### src/rtl/drca_arbiter_if.sv
// Handshake and adder-side bundle between the requesters, the DRCA arbiter and the adder.
// slave = arbiter side, master = the surrounding sources, sink and adder.
interface drca_arbiter_if #(
    parameter int N = 16
);
    logic         req0_valid;
    logic         req0_ready;
    logic [N-1:0] req0_a;
    logic [N-1:0] req0_b;
    logic         req0_cin;

    logic         req1_valid;
    logic         req1_ready;
    logic [N-1:0] req1_a;
    logic [N-1:0] req1_b;
    logic         req1_cin;

    logic         adder_en;
    logic [N-1:0] adder_a;
    logic [N-1:0] adder_b;
    logic         adder_cin;
    logic [N-1:0] adder_s;
    logic         adder_cout;

    logic         rsp_valid;
    logic         rsp_ready;
    logic         rsp_id;
    logic [N:0]   rsp_sum;

    logic [31:0]  perf_ops;
    logic [31:0]  perf_busy;

    modport slave (
        input  req0_valid, req0_a, req0_b, req0_cin,
        output req0_ready,
        input  req1_valid, req1_a, req1_b, req1_cin,
        output req1_ready,
        output adder_en, adder_a, adder_b, adder_cin,
        input  adder_s, adder_cout,
        output rsp_valid, rsp_id, rsp_sum,
        input  rsp_ready,
        output perf_ops, perf_busy
    );

    modport master (
        output req0_valid, req0_a, req0_b, req0_cin,
        input  req0_ready,
        output req1_valid, req1_a, req1_b, req1_cin,
        input  req1_ready,
        input  adder_en, adder_a, adder_b, adder_cin,
        output adder_s, adder_cout,
        input  rsp_valid, rsp_id, rsp_sum,
        output rsp_ready,
        input  perf_ops, perf_busy
    );
endinterface

### src/rtl/drca_arbiter.sv
// Round-robin sequencer sharing one dynamic ripple-carry adder between two requesters.
// Optional performance counters are built only when DRCA_ARB_PERF_EN is defined.
module drca_arbiter #(
    parameter int N          = 16,
    parameter int GD_PER_CYC = 4
) (
    input  logic          clk,
    input  logic          rst,
    drca_arbiter_if.slave bus
);
    localparam int CW = $clog2(N / GD_PER_CYC + 2);
    localparam int LW = $clog2(N + 1);

    // state  | meaning
    // S_IDLE | waiting for a request; ready goes to the granted requester
    // S_WAIT | adder enabled, operands held, settle counter running
    // S_RESP | captured sum presented until the consumer takes it
    typedef enum logic [1:0] {
        S_IDLE = 2'd0,
        S_WAIT = 2'd1,
        S_RESP = 2'd2
    } state_t;

    state_t        state_q;
    logic          rr_q;
    logic [CW-1:0] cnt_q;
    logic          adder_en_q;
    logic [N-1:0]  adder_a_q;
    logic [N-1:0]  adder_b_q;
    logic          adder_cin_q;
    logic          rsp_valid_q;
    logic          rsp_id_q;
    logic [N:0]    rsp_sum_q;

    logic          idle_d;
    logic          grant0_d;
    logic          grant1_d;
    logic          hs_d;
    logic [N-1:0]  sel_a_d;
    logic [N-1:0]  sel_b_d;
    logic          sel_cin_d;
    logic [LW-1:0] run_d;
    logic [CW-1:0] wait_d;

    // Longest run of propagate bits bounds how far a carry can ripple.
    function automatic logic [LW-1:0] longest_run(input logic [N-1:0] p);
        logic [LW-1:0] run;
        logic [LW-1:0] best;
        run  = '0;
        best = '0;
        for (int i = 0; i < N; i++) begin
            if (p[i]) run = run + 1'b1;
            else      run = '0;
            if (run > best) best = run;
        end
        return best;
    endfunction

    assign idle_d    = !rst && (state_q == S_IDLE);
    assign grant0_d  = bus.req0_valid && (!rr_q || !bus.req1_valid);
    assign grant1_d  = bus.req1_valid && (rr_q || !bus.req0_valid);
    assign hs_d      = idle_d && (grant0_d || grant1_d);

    assign sel_a_d   = grant1_d ? bus.req1_a   : bus.req0_a;
    assign sel_b_d   = grant1_d ? bus.req1_b   : bus.req0_b;
    assign sel_cin_d = grant1_d ? bus.req1_cin : bus.req0_cin;
    assign run_d     = longest_run(sel_a_d ^ sel_b_d);
    assign wait_d    = CW'(int'(run_d) / GD_PER_CYC + 1);

    assign bus.req0_ready = idle_d && grant0_d;
    assign bus.req1_ready = idle_d && grant1_d;

    always_ff @(posedge clk or posedge rst) begin
        if (rst) begin
            state_q     <= S_IDLE;
            rr_q        <= 1'b0;
            cnt_q       <= '0;
            adder_en_q  <= 1'b0;
            adder_a_q   <= '0;
            adder_b_q   <= '0;
            adder_cin_q <= 1'b0;
            rsp_valid_q <= 1'b0;
            rsp_id_q    <= 1'b0;
            rsp_sum_q   <= '0;
        end else begin
            case (state_q)
                S_IDLE: begin
                    if (hs_d) begin
                        adder_a_q   <= sel_a_d;
                        adder_b_q   <= sel_b_d;
                        adder_cin_q <= sel_cin_d;
                        rsp_id_q    <= grant1_d;
                        cnt_q       <= wait_d;
                        adder_en_q  <= 1'b1;
                        state_q     <= S_WAIT;
                    end
                end
                S_WAIT: begin
                    cnt_q <= cnt_q - 1'b1;
                    if (cnt_q == CW'(1)) begin
                        rsp_sum_q   <= {bus.adder_cout, bus.adder_s};
                        adder_en_q  <= 1'b0;
                        rsp_valid_q <= 1'b1;
                        state_q     <= S_RESP;
                    end
                end
                S_RESP: begin
                    if (bus.rsp_ready) begin
                        rsp_valid_q <= 1'b0;
                        rr_q        <= ~rsp_id_q;
                        state_q     <= S_IDLE;
                    end
                end
                default: state_q <= S_IDLE;
            endcase
        end
    end

    assign bus.adder_en  = adder_en_q;
    assign bus.adder_a   = adder_a_q;
    assign bus.adder_b   = adder_b_q;
    assign bus.adder_cin = adder_cin_q;
    assign bus.rsp_valid = rsp_valid_q;
    assign bus.rsp_id    = rsp_id_q;
    assign bus.rsp_sum   = rsp_sum_q;

`ifdef DRCA_ARB_PERF_EN
    logic [31:0] perf_ops_q;
    logic [31:0] perf_busy_q;

    always_ff @(posedge clk or posedge rst) begin
        if (rst) begin
            perf_ops_q  <= '0;
            perf_busy_q <= '0;
        end else begin
            if (state_q != S_IDLE)
                perf_busy_q <= perf_busy_q + 32'd1;
            if (state_q == S_RESP && bus.rsp_ready)
                perf_ops_q <= perf_ops_q + 32'd1;
        end
    end

    assign bus.perf_ops  = perf_ops_q;
    assign bus.perf_busy = perf_busy_q;
`else
    assign bus.perf_ops  = '0;
    assign bus.perf_busy = '0;
`endif
endmodule

### src/flat_wrapper.sv
// flat-port wrapper written by rule: the top's interface ports become plain ports
module drca_arbiter_flat 
#(
    parameter int N          = 16,
    parameter int GD_PER_CYC = 4
)
  (clk, rst, bus_req0_valid, bus_req0_a, bus_req0_b, bus_req0_cin, bus_req0_ready, bus_req1_valid, bus_req1_a, bus_req1_b, bus_req1_cin, bus_req1_ready, bus_adder_en, bus_adder_a, bus_adder_b, bus_adder_cin, bus_adder_s, bus_adder_cout, bus_rsp_valid, bus_rsp_id, bus_rsp_sum, bus_rsp_ready, bus_perf_ops, bus_perf_busy);
  drca_arbiter_if #(.N(N)) bus_i ();
  input  logic clk;
  input  logic rst;
  input wire logic [$bits(bus_i.req0_valid)-1:0] bus_req0_valid;
  input wire logic [$bits(bus_i.req0_a)-1:0] bus_req0_a;
  input wire logic [$bits(bus_i.req0_b)-1:0] bus_req0_b;
  input wire logic [$bits(bus_i.req0_cin)-1:0] bus_req0_cin;
  output wire logic [$bits(bus_i.req0_ready)-1:0] bus_req0_ready;
  input wire logic [$bits(bus_i.req1_valid)-1:0] bus_req1_valid;
  input wire logic [$bits(bus_i.req1_a)-1:0] bus_req1_a;
  input wire logic [$bits(bus_i.req1_b)-1:0] bus_req1_b;
  input wire logic [$bits(bus_i.req1_cin)-1:0] bus_req1_cin;
  output wire logic [$bits(bus_i.req1_ready)-1:0] bus_req1_ready;
  output wire logic [$bits(bus_i.adder_en)-1:0] bus_adder_en;
  output wire logic [$bits(bus_i.adder_a)-1:0] bus_adder_a;
  output wire logic [$bits(bus_i.adder_b)-1:0] bus_adder_b;
  output wire logic [$bits(bus_i.adder_cin)-1:0] bus_adder_cin;
  input wire logic [$bits(bus_i.adder_s)-1:0] bus_adder_s;
  input wire logic [$bits(bus_i.adder_cout)-1:0] bus_adder_cout;
  output wire logic [$bits(bus_i.rsp_valid)-1:0] bus_rsp_valid;
  output wire logic [$bits(bus_i.rsp_id)-1:0] bus_rsp_id;
  output wire logic [$bits(bus_i.rsp_sum)-1:0] bus_rsp_sum;
  input wire logic [$bits(bus_i.rsp_ready)-1:0] bus_rsp_ready;
  output wire logic [$bits(bus_i.perf_ops)-1:0] bus_perf_ops;
  output wire logic [$bits(bus_i.perf_busy)-1:0] bus_perf_busy;
  assign bus_i.req0_valid = bus_req0_valid;
  assign bus_i.req0_a = bus_req0_a;
  assign bus_i.req0_b = bus_req0_b;
  assign bus_i.req0_cin = bus_req0_cin;
  assign bus_req0_ready = bus_i.req0_ready;
  assign bus_i.req1_valid = bus_req1_valid;
  assign bus_i.req1_a = bus_req1_a;
  assign bus_i.req1_b = bus_req1_b;
  assign bus_i.req1_cin = bus_req1_cin;
  assign bus_req1_ready = bus_i.req1_ready;
  assign bus_adder_en = bus_i.adder_en;
  assign bus_adder_a = bus_i.adder_a;
  assign bus_adder_b = bus_i.adder_b;
  assign bus_adder_cin = bus_i.adder_cin;
  assign bus_i.adder_s = bus_adder_s;
  assign bus_i.adder_cout = bus_adder_cout;
  assign bus_rsp_valid = bus_i.rsp_valid;
  assign bus_rsp_id = bus_i.rsp_id;
  assign bus_rsp_sum = bus_i.rsp_sum;
  assign bus_i.rsp_ready = bus_rsp_ready;
  assign bus_perf_ops = bus_i.perf_ops;
  assign bus_perf_busy = bus_i.perf_busy;
  drca_arbiter #(.N(N), .GD_PER_CYC(GD_PER_CYC)) u_core (.clk(clk), .rst(rst), .bus(bus_i));
endmodule
### config.mk
export PLATFORM = sky130hd
export DESIGN_NAME = drca_arbiter_flat
export DESIGN_NICKNAME = d
export VERILOG_FILES = /design/src/rtl/drca_arbiter_if.sv /design/src/rtl/drca_arbiter.sv /design/src/flat_wrapper.sv
export SDC_FILE = /design/constraint.sdc
export NUM_CORES = 1
export LEC_CHECK = 0
export BUFFER_PORTS_ARGS = -buffer_cell sky130_fd_sc_hd__buf_2
export CAP_MARGIN = 20
export CORE_UTILIZATION = 59
export CTS_BUF_LIST = sky130_fd_sc_hd__clkbuf_16
export CTS_CLUSTER_SIZE = 40
export DETAILED_ROUTE_END_ITERATION = 16
export PLACE_DENSITY = 0.92
export SKIP_LAST_GASP = 1
export SYNTH_ARGS = -nofsm -noshare
export SYNTH_HDL_FRONTEND = slang
export SYNTH_SLANG_ARGS = --single-unit
export TNS_END_PERCENT = 1
### constraint.sdc
create_clock -name clk -period 57.5 [get_ports clk]
set_input_delay 8.625 -clock clk [delete_from_list [all_inputs] [get_ports clk]]
set_output_delay 8.625 -clock clk [all_outputs]
set_load 0.01 [all_outputs]
Word-level counts from Yosys, hierarchy flattened
Cells that the tools add are included.
{ "word_totals": {"regBits": 59, "out_inout_bits": 119, "wordCells": 121, "in_bits": 88} }
{ "op_classes": {"reduce_logical": 23, "eq_ne": 6, "n_lt_le_gt_ge": 16, "bitwise": 2, "addsub": 17, "mux": 47} }
{ "ops": {"columns": ["cell", "count"], "rows": [
  ["$mux 5", 30],
  ["$add 5x1->5 const B", 14],
  ["$gt 5x5->1", 14],
  ["$mux 16", 2],
  ["$xor 16x16->16", 1],
  ["$reduce_and 3->1", 3],
  ["$reduce_and 2->1", 4],
  ["$mux 1", 7],
  ["$logic_and 1x1->1", 6],
  ["$mux 2", 3],
  ["$pmux 2 s3", 1],
  ["$pmux 3 s2", 1],
  ["$gt 5x1->1", 1],
  ["$logic_not 1->1", 4],
  ["$ne 2x1->1 const B", 2],
  ["$pmux 1 s2", 2],
  ["$reduce_bool 2->1", 2],
  ["$add 3x1->3 const B", 1],
  ["$eq 3x1->1 const B", 1],
  ["$logic_or 1x1->1", 3],
  ["$mux 3", 1],
  ["$sub 3x1->3 const B", 1],
  ["$add 1x1->2 const B", 1],
  ["$eq 2x1->1 const B", 1],
  ["other kinds (5)", 5]
]} }

Longest topological paths before layout
Gate-level depths: netlist (run 1).
{ "depth": {"ltp_word": 41, "depth_mapped": 126, "depth_no_buf": 125} }

Worst setup path before layout (run 1)
OpenSTA, ideal clock, no wires.
{ "synth_path": {"path_kind": "input -> register", "from": "input bus_req0_valid", "to": "register u_core.cnt_q[2]", "setup_time_ns": 0.073, "path_stages": 112, "n_path_buf": 2, "arrival_time_ns": 28.876, "t_required_ns": 57.427, "setup_slack_ns": 28.551, "cell_sequence": "nand2b_2 -> nand2_2 -> buf_1 -> clkbuf_1 -> a21oi_1 -> inv_1 -> ha_1 -> nor3_2 -> ha_1 -> or4_4 -> a21oi_2 -> ha_1 -> a31oi_1 -> mux2_2 -> ha_1 -> nor2b_1 -> o21ai_0 -> nand2b_1 -> [... 76 more ...] -> nand3_1 -> o21ai_0 -> inv_1 -> nor2_1 -> mux2_2 -> ha_1 -> o21a_1 -> o21ai_0 -> nand2b_1 -> a21oi_1 -> a31oi_1 -> nor2_1 -> or2_2 -> ha_1 -> and2_1 -> nor2b_1 -> a222oi_1 -> nor2b_1"} }
{ "synth_via": {"elab_chain_len": 41, "elab_cells_between_ends": 77, "cone_classes": "add/sub: 16; order compare: 16; eq/ne: 1; mux: 36; bitwise: 1; reduce/logical: 7"} }
{ "synth_lines": {"columns": ["element", "line_no", "text"], "rows": [
  ["start, declared", "flat_wrapper.sv:11", "input wire logic [$bits(bus_i.req0_valid)-1:0] bus_req0_valid;"],
  ["$logic_not 1->1", "drca_arbiter.sv:61", "assign grant1_d = bus.req1_valid && (rr_q || !bus.req0_valid);"],
  ["$logic_or 1x1->1", "drca_arbiter.sv:61", null],
  ["$logic_and 1x1->1", "drca_arbiter.sv:61", null],
  ["$mux 16, on equally long branches", "drca_arbiter.sv:64, drca_arbiter.sv:65", null],
  ["$xor 16x16->16", "drca_arbiter.sv:67", "assign run_d = longest_run(sel_a_d ^ sel_b_d);"],
  ["$mux 1", "drca_arbiter.sv:52", "if (p[i]) run = run + 1'b1;"],
  ["$add 1x1->2 or $gt 1x1->1 (tied branches)", "drca_arbiter.sv:52, drca_arbiter.sv:54", null],
  ["$mux 5 or $mux 1 (tied branches)", "drca_arbiter.sv:52, drca_arbiter.sv:54", null],
  ["[... 25 more ...]", null, null],
  ["$mux 5, on equally long branches", "drca_arbiter.sv:52, drca_arbiter.sv:54", null],
  ["$add 5x1->5 or $gt 5x5->1 (tied branches)", "drca_arbiter.sv:52, drca_arbiter.sv:54", null],
  ["$mux 5, on equally long branches", "drca_arbiter.sv:52, drca_arbiter.sv:54", null],
  ["$gt 5x5->1", "drca_arbiter.sv:54", "if (run > best) best = run;"],
  ["$mux 5", "drca_arbiter.sv:54", null],
  ["$add 3x1->3", "drca_arbiter.sv:68", "assign wait_d = CW'(int'(run_d) / GD_PER_CYC + 1);"],
  ["$mux 3", "drca_arbiter.sv:88", "if (hs_d) begin"],
  ["$pmux 3 s2", "drca_arbiter.sv:86", "case (state_q)"],
  ["end signal, assigned", "drca_arbiter.sv:93", "cnt_q <= wait_d;"],
  ["end signal, assigned", "drca_arbiter.sv:99", "cnt_q <= cnt_q - 1'b1;"],
  ["end, declared", "drca_arbiter.sv:26", "logic [CW-1:0] cnt_q;"]
]} }
Several ways; a longest one is shown, not always the timed one. The select of a mux whose other input is x is not followed.
A chain may end at the register's enable or synchronous reset.

Worst setup path after layout (run 1)
Same ends and word-level chain as after synthesis.

==> flow_summary.json, run 1 <==
{
  "status": "finished clean",
  "synth-seq-cells": 59,
  "fillers": 970,
  "drive_above_1_share_pct": 22.85,
  "setup_tns_ns": 0,
  "cap_violations": 0,
  "worst_ep_arrival_time_ns": 32.37,
  "ant_nets": 0,
  "core_area_um2": 12620,
  "preCtsSetupSlack_ns": 25.70,
  "crit_path_end_kind": "flip-flop",
  "yosys_most_used_dff": "dfrtp_1",
  "synth_edf_count": 0,
  "cts_buffer_depth": 2,
  "grt_pass1_vias": 6807,
  "worst_slack_ns": 25.40,
  "reg2reg_slack_ns": 33.25,
  "grt_max_degree": 65,
  "min_path_type": "reg2reg",
  "start_util_pct": 60.50,
  "grt_pass1_wl_mm": 31.26,
  "nNetsFinal": 1234,
  "path_max_fanout": 48,
  "first_pass_iters": 5,
  "syn_to_final_growth_pct": 11.86,
  "die_x_um": 115.8,
  "design_area_um2": 8541,
  "setup_violations": 0,
  "synth_area_um2": 7635,
  "clock_latency_ns": 0.34,
  "place_area_um2": 8282,
  "cp.required_ns": 57.76,
  "hpwl_mm": 14.69,
  "clk_pin_slew_ns": 0.05,
  "synth_cell_type_count": 82,
  "fin_crit_sh_pct": 55.83,
  "rows": 41,
  "synth_top_family_by_area": "simple AND/OR/NAND/NOR gates",
  "relSlewSlack_pct": 36.17,
  "period_minus_slack_ns": 32.10,
  "grt_use_total_pct": 29.08,
  "synthCells": 928,
  "path_delay_family": "compound AO/OA/AOI/OAI gates",
  "wl_mm": 18.82,
  "worst-path-buf-inv": 6,
  "cts-resized-gates": 0,
  "cts_setup_buffers": 0,
  "synth_area_per_cell_um2": 8.227,
  "hold_buffers": 0,
  "cts_max_level": 3,
  "yosysSeqAreaShare_pct": 19.34,
  "drtIter0Drc": 363,
  "synth-simple-area-share_pct": 19.90,
  "yosysWarnings": 0,
  "synth_compound_gate_area_share_pct": 18.27,
  "cts_tree": "done",
  "die_y_um": 115.8,
  "synth_xor_area_share_pct": 6.129,
  "ioPinCount": 207,
  "rsz0062_at_grt": "no",
  "critical_path_class": "in2reg",
  "grt.overflow.total": 0,
  "clock-sinks": 59,
  "antenna_found_initial": 0,
  "critical_path.max_stage_delay_ns": 0.55,
  "synthMuxAreaShare_pct": 12.65,
  "routed_via_density": 5.750,
  "vias": 7130,
  "slew_violations": 0,
  "max_freq_ghz": 0.03115,
  "hold_viol": 0,
  "n_antenna_cell": 0,
  "start_kind": "input port",
  "numPortBuffers": 142,
  "async_flop_share_pct": 100.0,
  "critPathSlowestCell": "buf_4",
  "wl_per_cell_um": 15.18,
  "drc": 0,
  "die_area_um2": 13400,
  "synthAdderAreaFrac_pct": 13.44,
  "whs_ns": 0.4737,
  "gp_congestion": 0.9346,
  "cts-root-buf": "clkbuf_16",
  "cts_made_buffers": 9,
  "worstMarginPinSlew_ns": 0.9574,
  "cpMostUsedCell": "o21a_1",
  "skew_ns": 0.008448
}
==> cells in the final DEF, fill, tap and decap left out, types with 11 or more instances in the layout <==
| cell type | instances |
|---|---|
| nor3_1 | 11 |
| o21a_1 | 35 |
| mux2i_1 | 48 |
| and3_1 | 16 |
| and2_1 | 15 |
| a21oi_1 | 34 |
| a31oi_1 | 12 |
| nor2b_1 | 20 |
| nand2b_1 | 16 |
| dfrtp_1 | 59 |
| mux2_2 | 37 |
| conb_1 | 66 |
| inv_1 | 55 |
| o21ai_0 | 66 |
| xnor2_1 | 27 |
| buf_2 | 142 |
| nor2_1 | 48 |
| nand3_1 | 19 |
| xor2_1 | 20 |
| ha_1 | 82 |
| nand2_1 | 99 |
==> tightest hold or removal path, delay by kind of cell, from the launching register on <==
kind / cells / cell delay, ns
compound gates: 1 / 0.06
flops: 1 / 0.33
simple gates: 1 / 0.04
==> Yosys cell counts, types with 3 or more instances <==
library cell	n	area, µm²
o31ai_1	4	30.03
clkbuf_1	17	63.81
o21ai_1	4	20.02
inv_1	56	210.2
a21oi_2	4	35.03
o21ai_0	66	330.3
o211ai_1	8	60.06
nor3_1	11	55.05
or4_1	4	30.03
nand3_1	19	95.09
a21o_1	5	37.54
or4_4	3	33.78
and2_1	15	93.84
a211o_1	3	26.28
mux2_2	37	416.7
buf_4	64	480.5
a21oi_1	34	170.2
a31oi_1	12	75.07
a211oi_1	3	22.52
ha_1	82	1026
xnor2_1	27	236.5
mux2i_1	48	480.5
nand2b_1	16	100.1
or3_1	5	31.28
nor2_1	48	180.2
dfrtp_1	59	1476
and3_1	16	100.1
nor4_1	3	18.77
xor2_1	20	175.2
nor2b_1	20	125.1
nand4_1	4	25.02
o21a_1	35	262.8
buf_1	4	15.01
or2_2	8	50.05
nand2_1	99	371.6
==> worst paths after layout <==
path,from,end,cells after the start
worst max-delay path,bus_req0_valid,u_core.cnt_q[2],117
worst min-delay path,u_core.bus.adder_a[3],u_core.bus.adder_a[3],2
worst max register to register,u_core.rr_q,u_core.cnt_q[2],116
worst min register to register,u_core.bus.adder_a[3],u_core.bus.adder_a[3],2
max in group asynchronous,rst,u_core.bus.adder_a[6],3
min in group asynchronous,rst,u_core.bus.rsp_id,2
==> through the flow <==
step                instances  util [%]
floorplan                 992         -
global placement         1225     65.63
detailed placement       1225     65.63
CTS                      1240     67.68
global route             1240     67.68
finish                   1240     67.68
==> final cells by class <==
class / instances / area [µm²] / area share, %
clock buffers: 9 / 225.2 / 2.637
clock inverters: 6 / 33.78 / 0.3955
inverters: 58 / 217.7 / 2.549
multi-input cells: 790 / 5632 / 65.94
flip-flops and latches: 59 / 1476 / 17.29
well taps: 172 / 215.2 / 2.520
repair buffers: 146 / 740.7 / 8.673
==> cells by family (layout without fill, tap and decap cells) <==
kind of cell,count (synthesis),after routing
AND/OR/NAND/NOR,292,292
AO/OA/AOI/OAI,210,210
buffers and inverters,143,219
multiplexers,90,90
adder cells (fa/ha/maj),82,82
flip-flops,59,59
XOR/XNOR,50,50
other,2,66
==> registers in the layout (all words and copies together), names as in the netlist <==
name,flops
u_core.bus.adder_a,16
u_core.bus.adder_b,16
u_core.bus.adder_cin,1
u_core.bus.adder_en,1
u_core.bus.rsp_id,1
u_core.bus.rsp_sum,17
u_core.bus.rsp_valid,1
u_core.cnt_q,3
u_core.rr_q,1
u_core.state_q,2
==> per-layer routing <==
| metal | vias to the layer above | global-route usage [%] | wire, µm |
|---|---|---|---|
| met4 | 0 | 9.316 | 356 |
| met1 | 3374 | 36.06 | 7993 |
| met2 | 293 | 51.94 | 9313 |
| li1 | 3429 | - | - |
| met3 | 34 | 4.184 | 1155 |
| met5 | - | 0 | 0 |
Power of run 1 is left out: the tool's default activity adds up to more than one toggle a clock period on the data nets, which glitch-free logic cannot reach.
==> inputs of run 2 (changes only) <==
--- a/config.mk
+++ b/config.mk
@@ -7,11 +7,11 @@
 export LEC_CHECK = 0
 export BUFFER_PORTS_ARGS = -buffer_cell sky130_fd_sc_hd__buf_2
 export CAP_MARGIN = 20
-export CORE_UTILIZATION = 59
+export CORE_UTILIZATION = 55
 export CTS_BUF_LIST = sky130_fd_sc_hd__clkbuf_16
 export CTS_CLUSTER_SIZE = 40
 export DETAILED_ROUTE_END_ITERATION = 16
-export PLACE_DENSITY = 0.92
+export PLACE_DENSITY = 0.87
 export SKIP_LAST_GASP = 1
 export SYNTH_ARGS = -nofsm -noshare
 export SYNTH_HDL_FRONTEND = slang
==> constraint.sdc (replaced) <==
create_clock -name clk -period 33.5 [get_ports clk]
set_input_delay 5.025 -clock clk [delete_from_list [all_inputs] [get_ports clk]]
set_output_delay 5.025 -clock clk [all_outputs]
set_load 0.01 [all_outputs]
==> run 2 against run 1 <==
  * Worst hold slack got worse by 0.0033 ns
  * Final cell count is 0.40% higher
  * Worst setup slack worse by 20 ns
  * Global-route usage fell by 2.9 points
  * Routed wire length is 1.6% lower
  * Sequential share of layout area is 0.13 points lower
  * Critical path type unchanged
==> flow_summary.json, run 2 (same netlist as run 1, synthesis figures left out) <==
{
  "status": "finished clean",
  "die_x_um": 119.8,
  "nNetsFinal": 1234,
  "path_depth": 117,
  "critical_path_class": "in2reg",
  "routed_via_density": 5.643,
  "critPathSlowestCell": "buf_4",
  "crit_path_end_kind": "flip-flop",
  "mostFrequentLayoutCell": "buf_2",
  "path_delay_family": "compound AO/OA/AOI/OAI gates",
  "drc": 0,
  "path_max_fanout": 48,
  "cts_made_buffers": 9,
  "clock-sinks": 59,
  "cts-root-buf": "clkbuf_16",
  "critical_path.max_stage_delay_ns": 0.57,
  "worstSetupEndpoint": "u_core.cnt_q[2]",
  "clock_latency_ns": 0.34,
  "largest_register_ffs": 17,
  "setup_violations": 0,
  "die_y_um": 119.8,
  "cts_max_level": 3,
  "core_area_um2": 13400,
  "rows": 42,
  "numPortBuffers": 142,
  "clk_pin_slew_ns": 0.05,
  "grt_pass1_wl_mm": 30.79,
  "start_kind": "input port",
  "ant_nets": 0,
  "die_area_um2": 14360,
  "register_area_um2": 1476,
  "worstMarginPinSlew_ns": 0.9298,
  "n_antenna_cell": 0,
  "fin_crit_sh_pct": 84.42,
  "cts_setup_buffers": 0,
  "setup_tns_ns": 0,
  "cap_violations": 0,
  "max_freq_ghz": 0.03536,
  "worst_ep_arrival_time_ns": 28.55,
  "period_minus_slack_ns": 28.28,
  "crit_start": "bus_req0_valid",
  "hold_buffers": 0,
  "cts-resized-gates": 0,
  "gp_congestion": 0.9491,
  "skew_ns": 0.004759,
  "r2r-start": "u_core.rr_q",
  "reg2reg_slack_ns": 9.47,
  "drive_above_1_share_pct": 23.01,
  "fillers": 1119,
  "antenna_found_initial": 0,
  "worstReg2RegEnd": "u_core.cnt_q[2]",
  "grt.overflow.total": 0,
  "min_from": "u_core.bus.adder_a[9]",
  "relSlewSlack_pct": 38.01,
  "grt_use_total_pct": 26.19,
  "wl_per_cell_um": 14.88,
  "cp.required_ns": 33.77,
  "grt_pass1_vias": 6773,
  "drtIter0Drc": 354,
  "vias": 7025,
  "cts_tree": "done",
  "slew_violations": 0,
  "rsz0062_at_grt": "no",
  "syn_to_final_growth_pct": 12.70,
  "mostFrequentLayoutCells": "buf_2 (142), nand2_1 (99), ha_1 (82), o21ai_0 (66), conb_1 (66)",
  "cpMostUsedCell": "o21a_1",
  "rr_worst_depth": 116,
  "start_util_pct": 56.97,
  "multi_input_area_um2": 5632,
  "ioPinCount": 207,
  "grt_max_degree": 68,
  "cts_buffer_depth": 2,
  "wl_mm": 18.53,
  "min_path_type": "reg2reg",
  "hold_viol": 0,
  "first_pass_iters": 5,
  "worst-path-buf-inv": 5,
  "hpwl_mm": 14.54
}
run 2: area by class of cell:
cell class | count | share of cell area, %
sequential | 59 | 17.16
tap | 176 | 2.559
multi-input combinational | 790 | 65.45
clock inverter | 7 | 1.076
timing repair buffer | 146 | 8.608
inverter | 58 | 2.530
clock buffer | 9 | 2.617
run 2: metrics by stage:
step / std cells / area [µm²] / hold slack (ns) / utilization [%] / setup WS [ns]
final: 1245 / 8605 / 0.4705 / 64.21 / 5.218
after global routing: 1245 / 8605 / 0.5007 / 64.21 / 3.492
after CTS: 1245 / 8605 / 0.4764 / 64.21 / 5.510
after detailed placement: 1229 / 8287 / 0.4647 / 61.84 / 5.562
after global placement: 1229 / 8287 / 0.4566 / 61.84 / 6.396
after floorplan: 992 / 7875 / 0.4755 / - / 8.151
run 2: routing by layer:
layer	vias to the layer above	routed length, µm	track usage, %
li1	3441	-	-
met1	3318	8186	33.60
met2	229	8986	45.27
met3	37	975	3.707
met4	0	378	8.125
met5	-	0	0
run 2: worst min path at each step:
| stage | depth (start not counted) | to | slack [ns] |
|---|---|---|---|
| 2_1_floorplan | 2 | u_core.rr_q | 0.48 |
| 3_3_place_gp | 2 | u_core.bus.adder_a[2] | 0.46 |
| 3_5_place_dp | 1 | u_core.bus.rsp_valid | 0.46 |
| 4_1_cts | 2 | u_core.bus.adder_a[9] | 0.48 |
| 5_1_grt | 1 | u_core.bus.rsp_valid | 0.50 |
| 6_report | 2 | u_core.bus.adder_a[9] | 0.47 |
run 2: worst min-delay path: cells and delay by family (launching register included):
| family | cells | cell delay (ns) |
|---|---|---|
| AOI/OAI and AO/OA | 1 | 0.05 |
| DFF | 1 | 0.33 |
| and+or+nand+nor | 1 | 0.04 |
Power of run 2 is left out for the same reason.
